==> src/rtl/serial_sub_pkg.sv <==
// Shared types for the bit-serial subtractor.
// Holds the FSM state encoding and the counter-width helper.
package serial_sub_pkg;

    typedef enum logic [1:0] {
        IDLE = 2'd0,
        RUN  = 2'd1,
        DONE = 2'd2
    } state_t;

    function automatic int cnt_w(input int w);
        return $clog2(w);
    endfunction

endpackage

==> src/rtl/serial_subtractor_full_subtractor.sv <==
// One-bit full subtractor built from gate primitives.
// Structural twin of the full-adder cell: d = x - y - bin.
module full_subtractor (
    input  logic x,
    input  logic y,
    input  logic bin,
    output logic bout,
    output logic d
);

    logic t;
    logic xn;
    logic tn;
    logic p;
    logic q;

    xor g_x0 (t, x, y);
    xor g_x1 (d, t, bin);
    not g_n0 (xn, x);
    not g_n1 (tn, t);
    and g_a0 (p, xn, y);
    and g_a1 (q, tn, bin);
    or  g_o0 (bout, p, q);

endmodule

==> src/rtl/serial_subtractor.sv <==
// Bit-serial subtractor d = a - b, LSB first, start/busy/done handshake.
// Define SERIAL_SUB_OVF_EN to add the registered signed-overflow output.
module serial_subtractor
    import serial_sub_pkg::*;
#(
    parameter int WIDTH = 8
) (
    input  logic             clk,
    input  logic             rst,
    input  logic             start,
    input  logic [WIDTH-1:0] a,
    input  logic [WIDTH-1:0] b,
    output logic             busy,
    output logic             done,
    output logic [WIDTH-1:0] d,
`ifdef SERIAL_SUB_OVF_EN
    output logic             ovf,
`endif
    output logic             bout
);

    localparam int CW = cnt_w(WIDTH);
    localparam logic [CW-1:0] LAST = CW'(WIDTH - 1);

    state_t           state;
    logic [WIDTH-1:0] a_sh;
    logic [WIDTH-1:0] b_sh;
    logic [WIDTH-1:0] r_sh;
    logic [CW-1:0]    cnt;
    logic             br;
    logic             diff;
    logic             br_nx;

`ifdef SERIAL_SUB_OVF_EN
    // Operand sign bits, kept because the shifters lose them
    logic [1:0]       msb;
`endif

    full_subtractor u_fs (
        .x    (a_sh[0]),
        .y    (b_sh[0]),
        .bin  (br),
        .bout (br_nx),
        .d    (diff)
    );

    always_ff @(posedge clk) begin
        if (rst) begin
            state <= IDLE;
            busy  <= 1'b0;
            done  <= 1'b0;
            d     <= '0;
            bout  <= 1'b0;
            a_sh  <= '0;
            b_sh  <= '0;
            r_sh  <= '0;
            cnt   <= '0;
            br    <= 1'b0;
`ifdef SERIAL_SUB_OVF_EN
            msb   <= 2'b00;
            ovf   <= 1'b0;
`endif
        end else begin
            unique case (state)
                IDLE: begin
                    done <= 1'b0;
                    if (start) begin
                        a_sh  <= a;
                        b_sh  <= b;
                        br    <= 1'b0;
                        cnt   <= '0;
                        busy  <= 1'b1;
                        state <= RUN;
`ifdef SERIAL_SUB_OVF_EN
                        msb   <= {a[WIDTH-1], b[WIDTH-1]};
`endif
                    end
                end
                RUN: begin
                    a_sh <= a_sh >> 1;
                    b_sh <= b_sh >> 1;
                    br   <= br_nx;
                    r_sh <= {diff, r_sh[WIDTH-1:1]};
                    cnt  <= cnt + 1'b1;
                    if (cnt == LAST) begin
                        state <= DONE;
                        done  <= 1'b1;
                        d     <= {diff, r_sh[WIDTH-1:1]};
                        bout  <= br_nx;
`ifdef SERIAL_SUB_OVF_EN
                        ovf   <= (msb[1] ^ msb[0]) & (diff ^ msb[1]);
`endif
                    end
                end
                DONE: begin
                    done  <= 1'b0;
                    busy  <= 1'b0;
                    state <= IDLE;
                end
                default: begin
                    busy  <= 1'b0;
                    done  <= 1'b0;
                    state <= IDLE;
                end
            endcase
        end
    end

endmodule
==> config.mk <==
export PLATFORM = sky130hd
export DESIGN_NAME = serial_subtractor
export DESIGN_NICKNAME = d
export VERILOG_FILES = /design/src/rtl/serial_sub_pkg.sv /design/src/rtl/serial_subtractor_full_subtractor.sv /design/src/rtl/serial_subtractor.sv
export SDC_FILE = /design/constraint.sdc
export NUM_CORES = 1
export LEC_CHECK = 0
export ABC_CLOCK_PERIOD_IN_PS = 1300
export BUFFER_PORTS_ARGS = -buffer_cell sky130_fd_sc_hd__buf_2
export CAP_MARGIN = 40
export CORE_MARGIN = 1.5
export CORE_UTILIZATION = 49
export CTS_CLUSTER_DIAMETER = 200
export DETAILED_ROUTE_END_ITERATION = 8
export PLACE_DENSITY_LB_ADDON = 0.2
export SETUP_SLACK_MARGIN = 0.05
export SLEW_MARGIN = 10
export SYNTH_ARGS = -nofsm -noshare
export SYNTH_HDL_FRONTEND = slang
export SYNTH_SLANG_ARGS = --single-unit
==> constraint.sdc <==
create_clock -name clk -period 1.3 [get_ports clk]
set_input_delay 0.13 -clock clk [delete_from_list [all_inputs] [get_ports clk]]
set_output_delay 0.13 -clock clk [all_outputs]
set_load 0.01 [all_outputs]
== After elaboration in Yosys (flattened, before gate mapping) ==
Cells that the tools add are included.

* $add $sub $neg: 1
* $mul: 0
* Divide/modulo/power cells: 0
* $lt $le $gt $ge: 0
* Equality and inequality tests: 4
* Shift operators: 0
* Mux-type cells: 13
* Bitwise logic cells: 8
* Reduce and logical (&&, ||, !) cells: 7

{| class="wikitable"
|+ Operator list
! kind !! number
|-
| case mux 8 bit (2 select lines) || 2
|-
| 2-to-1 mux 8 bit || 2
|-
| AND reduction 2 bit || 4
|-
| case mux 3 bit (2 select lines) || 1
|-
| 2-to-1 mux 2 bit || 2
|-
| != test 2 bit (second input constant) || 2
|-
| case mux 1 bit (2 select lines) || 2
|-
| case mux 2 bit (2 select lines) || 1
|-
| adder 3 x 1 -> 3 bit (second input constant) || 1
|-
| equality test 3 bit (second input constant) || 1
|-
| 2-to-1 mux 3 bit || 1
|-
| inverter 1 bit || 3
|-
| bitwise AND 1 bit || 2
|-
| equality test 2 x 1 -> 1 bit (second input constant) || 1
|-
| logical NOT 2 bit || 1
|-
| 2-to-1 mux 1 bit || 2
|-
| nonzero test 2 bit || 1
|-
| OR reduction 2 bit || 1
|-
| bitwise XOR 1 bit || 2
|-
| bitwise OR 1 bit || 1
|}

* Bits in registers: 41
* Latch bits: 0
* Memory bits (writable): 0
* Memory bits (read-only): 0
* Input bits: 19
* Output and inout port bits: 11
* Logic and storage cells: 43
* Memories kept: 0

== Logic depth before layout (Yosys ltp) ==
Gate-level depths: netlist (run 1).

* Depth in word-level cells: 5
* Gate-level depth with buffers: 6
* Gate-level depth less buffers: 5

== Cells and area by module ==
Synthesis (run 1) repeated with hierarchy kept, for this count alone.

* Cell total of the unflattened synthesis: 179
* Area, all modules: 1655.3 um^2

{| class="wikitable"
|+ By module, submodules not included
! module !! times used !! cells each !! area each (um^2) !! sequential area each (um^2)
|-
| serial_subtractor || 1 || 175 || 1624.1 || 800.8
|-
| full_subtractor || 1 || 4 || 31.3 || 0.0
|}

== Least setup slack after synthesis (run 1) ==
Ideal clock, no wire load.

* Kind: reg2reg
* From: reg cnt[0]
* To: reg bout
* Library setup time: 0.086 ns
* Arrival time: 1.204 ns
* Required time: 1.214 ns
* Setup slack: 0.011 ns
* Cell stages (with the launch flop): 6
* Buffers on the path: 1
* Period minus slack after synthesis: 1.289 ns
* Path through: dfxtp_1 > ha_1 > ha_1 > and3b_1 > buf_2 > a211oi_1

* Cells in the longest elaborated chain, start to end: 2

{| class="wikitable"
|+ RTL lines
! item !! RTL line !! text
|-
| from (decl) || serial_subtractor.sv:29 || <nowiki>logic [CW-1:0] cnt;</nowiki>
|-
| from (signal assigned) || serial_subtractor.sv:84 || <nowiki>cnt <= cnt + 1'b1;</nowiki>
|-
| equality test 3 bit || serial_subtractor.sv:85 || <nowiki>if (cnt == LAST) begin</nowiki>
|-
| AND reduction 2 bit (no source line) || n/a ||
|-
| to (signal assigned) || serial_subtractor.sv:89 || <nowiki>bout <= br_nx;</nowiki>
|-
| to (decl) || serial_subtractor.sv:19 || <nowiki>output logic bout</nowiki>
|}

Every way passes these cells.
A chain may end at the register's enable or synchronous reset.

== Worst setup path after layout (run 1) ==
Ends and elaborated chain as after synthesis.

==> impl_metrics.yaml, run 1 <==
run_status:
  outcome: "complete, no violations"
power:
  combinationalPowerShare_pct: 12.9
  pwr-share-clk_pct: 34.6
  powerDensity_nw_per_um2: 1240
  seq_power_share_pct: 52.5
  p_int_mw: 1.90
  power_leakage_nw: 0.800
  p_sw_uw: 624
  power_mw: 2.52
  vdd_drop_max_mv: 0.681
  switching_share_pct: 24.7
clock_network:
  clock_latency_ps: 360
  clock_sink_count: 40
  ctsRootBufferMaster: "clkbuf_4"
  clockBufferDepth: 2
  cts_tree: "done"
  clk_pin_slew_ps: 130
  cts.htree.levels: 2
  cts_inserted_buffers: 5
grt:
  use_met3_pct: 5.67
  grt_pass1_vias: 1281
  antenna_found_initial: 0
  grtUsageMet1_pct: 24.7
  gr-usage-all-layers_pct: 19.8
  grt-busiest-layer: "met2"
  grt_max_degree: 28
  gr-usage-met2_pct: 32.5
  grt_pass1_wl_um: 5440
  grt_overflow: 0
drt:
  routed_wl_um: 3400
  vias_per_cell: 5.29
  drt-pass1-iter-count: 4
  drt_iter0_drc: 46
  ant_nets: 0
  wl_per_cell_um: 13.4
  drc: 0
  vias: 1338
yosys:
  yosys_warnings: 0
  yosys.area.top_type_share_pct: 48.5
  avgSynthCellArea_um2: 9.48
  yosys-top-cells-area: "dfxtp_1 49%, mux2i_1 8.5%, a211oi_2 7.6%"
  syn-cell-area_um2: 1650
  syn_inst: 174
  synth_nets: 196
  yosysUniqueCellTypes: 26
  yosys_register_bits: 40
  ys_seq_area_share_pct: 48.5
  synth_top_area_cell: "dfxtp_1"
worst_setup_path:
  startpoint: "cnt[0]"
  endpoint: "bout"
  ff2ff_path_depth: 4
  r2r_end: "bout"
  critPathLaunchType: "flip-flop"
  critPathRequiredTime_ps: 1590
  worstPathMaxFanout: 5
  end_kind: "flip-flop"
  path_class: "flip-flop to flip-flop"
  critical_path_arrival_ps: 1500
  r2r_slack_ps: 100
  r2r-start: "cnt[0]"
final_layout:
  final_nets: 230
  fin_util_pct: 64.8
  drive_gt1_share_pct: 34.4
  fin_cells: 253
  num_antenna_cells: 0
  syn_to_final_growth_pct: 22.9
worst_hold_path:
  hold_class: "input port to flip-flop"
die:
  start_util_pct: 52.8
  ioPinCount: 30
  die_y_um: 61.0
  die_w_um: 61.0
  rows: 20
  die_area_um2: 3730
  core_um2: 3130
timing:
  tightest_slew_ps: 461
  hold_viol_final: 0
  layout_min_cycle_time_ps: 1200
  skew_ps: 14.5
  max_freq_mhz: 832
  period_share_pct: 92.4
  maxSlewViolCount: 0
  setup_viol: 0
  relSlewSlack_pct: 69.2
  finalSetupTns_ps: 0
  rsz0062_at_grt: "yes"
  worst_slack_ps: 98.7
placed_design:
  dpl.cell_count: 242
  finalWeightedCongestion: 0.752
  place_hpwl_um: 2230
  pre_cts_slack_ps: -108
  io_buffers: 29
flow_run:
  cap_violations: 0
## per-stage QoR
step	cell area, um2	hold WS [ps]
finish	2030	31.0
detailed placement	1850	383
floorplan	1660	278
global placement	1850	374
CTS	1980	19.4
global route	2030	47.2
## logic make-up after synthesis
family                   synth area share, %
AO/OA/AOI/OAI                           18.6
flip-flops                              48.5
buffers and inverters                   5.76
multiplexers                            8.49
AND/OR/NAND/NOR                         15.9
adder cells (fa/ha/maj)                 2.73
## synthesized netlist by cell type (all sizes together)
cell     count
nor3b        1
nand3b       1
a211oi      16
o21bai       1
fa           1
nand2       30
a21oi       16
nor2b        1
a2bb2oi      1
nand2b       1
a22oi        4
o21ba        1
buf          9
nor3         4
inv          3
mux2i       14
ha           2
clkbuf       3
dfxtp       40
and2b        1
nor2        23
and3b        1
## registers in the layout, summed over array words and instances (netlist names)
| signal | flops |
|---|---|
| state | 2 |
| bout | 1 |
| cnt | 3 |
| a_sh | 8 |
| b_sh | 8 |
| d | 8 |
| r_sh | 7 |
| br | 1 |
| done | 1 |
| busy | 1 |
## metal layers
metal,vias up,wire length [um]
met5,-,0
met4,0,66
met3,9,156
met2,32,1610
met1,633,1560
li1,664,-
## cell type report
class / count / area, um2
timing repair buffer: 38 / 241
sequential: 40 / 812
clock buffer: 6 / 51.3
fill: 275 / 1100
inverter: 3 / 11.3
multi-input combinational: 120 / 818
tap: 44 / 55.1
clock inverter: 2 / 38.8
## repair_timing
action,4_1_cts,5_1_grt
gates resized for setup,8,10
setup buffers,1,1
setup endpoints to repair,24,36
gates cloned,1,0
hold buffers,0,0
## worst min path at each step
stage / start / end / slack [ps] / cells past startpoint
2_1_floorplan: a[7] / a_sh[7] / 280 / 2
3_3_place_gp: a[7] / a_sh[7] / 370 / 3
3_5_place_dp: a[7] / a_sh[7] / 380 / 3
4_1_cts: a[7] / a_sh[7] / 20 / 3
5_1_grt: a[7] / a_sh[7] / 50 / 3
6_report: a[7] / a_sh[7] / 30 / 3
## critical path: stages, from the launching register on
cell and delay, ps:
dfxtp_2 360, ha_4 160, ha_4 170, and3b_2 240, a211oi_2 210
## power by group through the flow
stage	combinational (mW)	clock, mW	sequential (mW)
after floorplan	0.233	0	1.34
after global placement	0.293	0	1.34
after detailed placement	0.307	0	1.35
after CTS	0.311	0.884	1.32
after global routing	0.358	0.937	1.33
final	0.325	0.873	1.32
## cell usage in the layout, fill, tap and decap left out
cell / synthesis / layout
a22oi_1: 4 / 4
nand2b_1: 1 / 1
nor3b_2: 0 / 1
a21oi_1: 16 / 16
buf_12: 0 / 2
nor2_1: 23 / 22
ha_4: 0 / 2
a2bb2oi_1: 1 / 1
o21ba_2: 0 / 1
nand2_1: 30 / 30
nor3_1: 4 / 4
dfxtp_2: 0 / 3
and2b_1: 1 / 1
a211oi_2: 10 / 14
and3b_2: 0 / 2
nor2b_1: 1 / 1
nor2_2: 0 / 1
bufinv_16: 0 / 1
inv_1: 3 / 3
dfxtp_1: 40 / 35
dfxtp_4: 0 / 2
o21bai_1: 1 / 1
mux2i_1: 14 / 14
nand3b_1: 1 / 1
a211oi_1: 6 / 2
clkbuf_8: 0 / 1
fa_1: 1 / 1
buf_2: 4 / 29
buf_4: 0 / 6
clkinv_4: 0 / 1
clkbuf_4: 0 / 5
buf_6: 3 / 1
Power figures use the tool's default switching activity.
==> run 2, diff against run 1 <==
--- a/config.mk
+++ b/config.mk
@@ -5,11 +5,13 @@
 export SDC_FILE = /design/constraint.sdc
 export NUM_CORES = 1
 export LEC_CHECK = 0
+export ABC_AREA = 0
 export ABC_CLOCK_PERIOD_IN_PS = 1300
 export BUFFER_PORTS_ARGS = -buffer_cell sky130_fd_sc_hd__buf_2
 export CAP_MARGIN = 40
 export CORE_MARGIN = 1.5
-export CORE_UTILIZATION = 49
+export CORE_UTILIZATION = 51
+export CTS_BUF_LIST = sky130_fd_sc_hd__clkbuf_4 sky130_fd_sc_hd__clkbuf_8
 export CTS_CLUSTER_DIAMETER = 200
 export DETAILED_ROUTE_END_ITERATION = 8
 export PLACE_DENSITY_LB_ADDON = 0.2
==> run 2 against run 1 <==
  * Routed wire length decreased by 6.0%
  * Critical path depth is 2 higher
  * Utilization grew 3.3 points
  * Worst setup slack lost 67 ps
  * Clock-buffer cell count increased by 2
  * Combinational power up 2%
  * Non-clock buffer count rose by 7
  * First-iteration DRC count grew 72%
  * Hold slack got worse by 14 ps
==> impl_metrics.yaml, run 2 (synthesis results as in run 1) <==
timing:
  maxSlewViolCount: 0
  relSlewSlack_pct: 70.9
  layout_min_cycle_time_ps: 1270
  worst_slack_ps: 31.3
  tightest_slew_ps: 436
  period_share_pct: 97.6
  rsz0062_at_grt: "yes"
  hold_viol_final: 0
  finalSetupTns_ps: 0
  max_freq_mhz: 788
  setup_viol: 0
  skew_ps: 7.06
worst_setup_path:
  worst_path_max_delay_cell: "dfxtp_2"
  critPathLaunchType: "flip-flop"
  end_kind: "flip-flop"
  path_class: "flip-flop to flip-flop"
  path_cells: "ha_4 > ha_4 > and3b_2 > buf_6 > nand2_2 > a21oi_1"
  critPathRequiredTime_ps: 1580
  r2r_slack_ps: 30
  ff2ff_path_depth: 6
  critical_path_arrival_ps: 1550
  worstPathMaxFanout: 4
  cpPeakStageDelay_ps: 370
  cp_common_cell: "ha_4"
grt:
  grt_pass1_wl_um: 5290
  grt_max_degree: 41
  grt_overflow: 0
  grt_pass1_vias: 1246
  antenna_found_initial: 0
  gr-usage-all-layers_pct: 20.1
final_layout:
  regArea_um2: 808
  final_common_cell: "dfxtp_1"
  syn_to_final_growth_pct: 26.0
  top_regs: "a_sh x8, b_sh x8, d x8"
  fillers: 272
  num_antenna_cells: 0
  final_nets: 236
  final_cell_mix: "36 x dfxtp_1, 29 x buf_2, 25 x nand2_1"
  multi_input_area_um2: 828
  drive_gt1_share_pct: 40.0
  fin_util_pct: 68.1
  fin_cells: 259
clock_network:
  cts_tree: "done"
  clockBufferDepth: 2
  cts_hold_buf: 0
  clock_latency_ps: 350
  ctsRootBufferMaster: "clkbuf_4"
  clock_sink_count: 40
  cts.htree.levels: 2
  clk_pin_slew_ps: 110
  cts_inserted_buffers: 5
placed_design:
  dpl.cell_count: 247
  pre_cts_slack_ps: -45.1
  io_buffers: 29
  finalWeightedCongestion: 0.763
  place_hpwl_um: 2180
drt:
  vias: 1331
  ant_nets: 0
  wl_per_cell_um: 12.3
  vias_per_cell: 5.14
  drc: 0
  drt-pass1-iter-count: 4
  routed_wl_um: 3190
  drt_iter0_drc: 79
die:
  ioPinCount: 30
  rows: 20
  die_y_um: 59.9
  die_area_um2: 3590
  die_w_um: 59.9
  start_util_pct: 54.1
  core_um2: 3050
power:
  vdd_drop_max_mv: 0.682
  power_leakage_nw: 0.840
  powerDensity_nw_per_um2: 1130
worst_hold_path:
  whs_path_depth: 3
  hold_class: "input port to flip-flop"
flow_run:
  cap_violations: 0
run_status:
  outcome: "complete, no violations"
[run 2: metrics by stage]
step	hold WS, ps	total power [mW]	area, um2
after global placement	374	1.65	1900
after floorplan	278	1.57	1660
after CTS	13.1	2.36	2030
after global routing	24.9	2.47	2080
after detailed placement	378	1.66	1900
final	17.4	2.35	2080
[run 2: where the power goes]
part	total, mW	internal (mW)	switching [mW]
registers	1.32	1.29	0.0383
clock network	0.694	0.309	0.385
logic	0.333	0.164	0.168
total	2.35	1.76	0.592
[run 2: layout make-up]
| cell class | count | share of cell area, % |
|---|---|---|
| Multi-Input combinational cell | 119 | 39.8 |
| Sequential cell | 40 | 38.9 |
| Tap cell | 44 | 2.65 |
| Clock buffer | 8 | 3.19 |
| Inverter | 3 | 0.542 |
| Timing Repair Buffer | 45 | 14.9 |
[run 2: worst max-delay path: cells and delay by family (launching register included)]
kind,cells,cell delay (ps)
adders and majority gates,2,260
buffers and inverters,1,150
AOI/OAI and AO/OA,1,130
DFF,1,370
and+or+nand+nor,2,300
[run 2: worst paths after layout]
| check | start | endpoint |
|---|---|---|
| hold reg to reg | d[3] | d[3] |
| hold / removal | a[7] | a_sh[7] |
| setup reg to reg | cnt[1] | d[2] |
| setup / recovery | cnt[1] | d[2] |
[run 2: what timing repair did]
action	4_1_cts	5_1_grt
gates resized for setup	10	16
endpoints found under the setup margin	23	15
endpoints found under the hold margin	0	0
setup buffers	3	1
pin swaps	0	4
[run 2: per-layer routing]
metal | global-route usage (%) | vias up | part of all wire, %
met1 | 22.0 | 618 | 43
li1 | - | 681 | -
met3 | 7.14 | 7 | 3.9
met4 | 7.62 | 0 | 2.0
met2 | 35.4 | 25 | 51
met5 | 0 | - | 0
==> run 3, diff against run 2 <==
--- a/config.mk
+++ b/config.mk
@@ -14,6 +14,7 @@
 export CTS_BUF_LIST = sky130_fd_sc_hd__clkbuf_4 sky130_fd_sc_hd__clkbuf_8
 export CTS_CLUSTER_DIAMETER = 200
 export DETAILED_ROUTE_END_ITERATION = 8
+export HOLD_SLACK_MARGIN = 0.1
 export PLACE_DENSITY_LB_ADDON = 0.2
 export SETUP_SLACK_MARGIN = 0.05
 export SLEW_MARGIN = 10
==> run 3 against run 2 <==
  * Die area is the same
  * Sequential power is essentially flat
  * Clock-buffer cell count is the same
  * Combinational power grew 1%
  * Utilization grew 0.66 points
  * Hold slack gained 85 ps
==> impl_metrics.yaml, run 3 (synthesis results as in run 1) <==
flow_run:
  cap_violations: 0
timing:
  skew_ps: 7.09
  fin_hold_ws_ps: 103
  maxSlewViolCount: 0
  worst_slack_ps: 31.3
  hold_viol_final: 0
  tightest_slew_ps: 437
  max_freq_mhz: 788
  setup_viol: 0
  rsz0062_at_grt: "yes"
  relSlewSlack_pct: 70.8
  layout_min_cycle_time_ps: 1270
  period_share_pct: 97.6
grt:
  grt_max_degree: 41
  grt_pass1_wl_um: 5310
  gr-usage-all-layers_pct: 20.2
  antenna_found_initial: 0
  grt_overflow: 0
  grt_pass1_vias: 1251
drt:
  ant_nets: 0
  wl_met3_um: 120
  vias_per_cell: 5.13
  drt_iter0_drc: 66
  drt-met1-wl_um: 1370
  drc: 0
  vias: 1339
  wl_per_cell_um: 12.3
  dr_wl_met2_um: 1660
  drt-pass1-iter-count: 4
  routed_wl_um: 3210
  dr.max_layer_used: "met4"
worst_setup_path:
  cpPeakStageDelay_ps: 370
  r2r-start: "cnt[1]"
  critPathRequiredTime_ps: 1580
  path_class: "flip-flop to flip-flop"
  end_kind: "flip-flop"
  ff2ff_path_depth: 6
  r2r_end: "d[2]"
  worstPathMaxFanout: 4
  path_cells: "ha_4 > ha_4 > and3b_2 > buf_6 > nand2_2 > a21oi_1"
  worst_path_max_delay_cell: "dfxtp_2"
  critPathLaunchType: "flip-flop"
  critical_path_arrival_ps: 1550
  cp_common_cell: "ha_4"
  r2r_slack_ps: 30
die:
  start_util_pct: 54.1
  die_y_um: 59.9
  die_w_um: 59.9
  rows: 20
  die_area_um2: 3590
  ioPinCount: 30
  core_um2: 3050
final_layout:
  final_nets: 238
  final_cell_mix: "36 x dfxtp_1, 29 x buf_2, 25 x nand2_1"
  syn_to_final_growth_pct: 27.2
  fin_cells: 261
  top_regs: "a_sh x8, b_sh x8, d x8"
  drive_gt1_share_pct: 39.6
  final_common_cell: "dfxtp_1"
  num_antenna_cells: 0
  fillers: 271
power:
  powerDensity_nw_per_um2: 1120
  power_leakage_nw: 0.848
  vdd_drop_max_mv: 0.682
clock_network:
  cts_tree: "done"
  ctsRootBufferMaster: "clkbuf_4"
  cts.htree.levels: 2
  clock_sink_count: 40
  clock_latency_ps: 350
  cts_inserted_buffers: 5
  clockBufferDepth: 2
  clk_pin_slew_ps: 110
placed_design:
  pre_cts_slack_ps: -45.1
  place_hpwl_um: 2180
  finalWeightedCongestion: 0.763
  dpl.cell_count: 247
  io_buffers: 29
worst_hold_path:
  whs_path_depth: 3
  hp-start: "b[0]"
  holdPathEnd: "b_sh[0]"
  hold_class: "input port to flip-flop"
run_status:
  outcome: "complete, no violations"
run 3: worst max path at each step:
stage,start,cells after the start,endpoint,slack [ps]
2_1_floorplan,cnt[0],5,bout,60
3_3_place_gp,cnt[0],6,d[7],40
3_5_place_dp,cnt[0],6,d[7],-50
4_1_cts,cnt[0],6,d[7],50
5_1_grt,cnt[1],6,d[5],-10
6_report,cnt[1],6,d[2],30
run 3: routing by layer:
metal	vias to the layer above	GRT usage [%]
li1	685	-
met1	622	22.0
met2	25	35.7
met3	7	7.14
met4	0	7.62
met5	-	0
run 3: timing repair:
action,4_1_cts,5_1_grt
buffers inserted,3,1
hold endpoints to repair,2,0
pin swaps,0,4
gates resized for setup,10,16
endpoints found under the setup margin,23,15
cloned,0,0
hold buffers,2,0
run 3: worst max-delay path: cells and delay by family, from the launching register on:
| family | cells | cell delay (ps) |
|---|---|---|
| AND/OR/NAND/NOR | 2 | 300 |
| AO/OA/AOI/OAI | 1 | 130 |
| flip-flops | 1 | 370 |
| buffers and inverters | 1 | 150 |
| adder cells (fa/ha/maj) | 2 | 260 |
run 3: area by class of cell:
class	instances	area [um2]	area share (%)
Sequential cell	40	808	38.5
Tap cell	44	55.1	2.62
Inverter	3	11.3	0.536
Clock buffer	8	66.3	3.16
Timing Repair Buffer	47	330	15.7
Multi-Input combinational cell	119	828	39.5
run 3: stage by stage:
step	util (%)	instance area, um2	total power, mW	TNS [ps]
2_1_floorplan	-	1660	1.57	0
3_3_place_gp	62.4	1900	1.65	0
3_5_place_dp	62.4	1900	1.66	-115
4_1_cts	67.2	2050	2.37	0
5_1_grt	68.8	2100	2.48	-27.4
6_report	68.8	2100	2.36	0
run 3: power breakdown:
part           switching, mW  total, mW  internal, mW
Clock                  0.385      0.694         0.309
Sequential            0.0383       1.32          1.29
Combinational          0.169      0.337         0.168
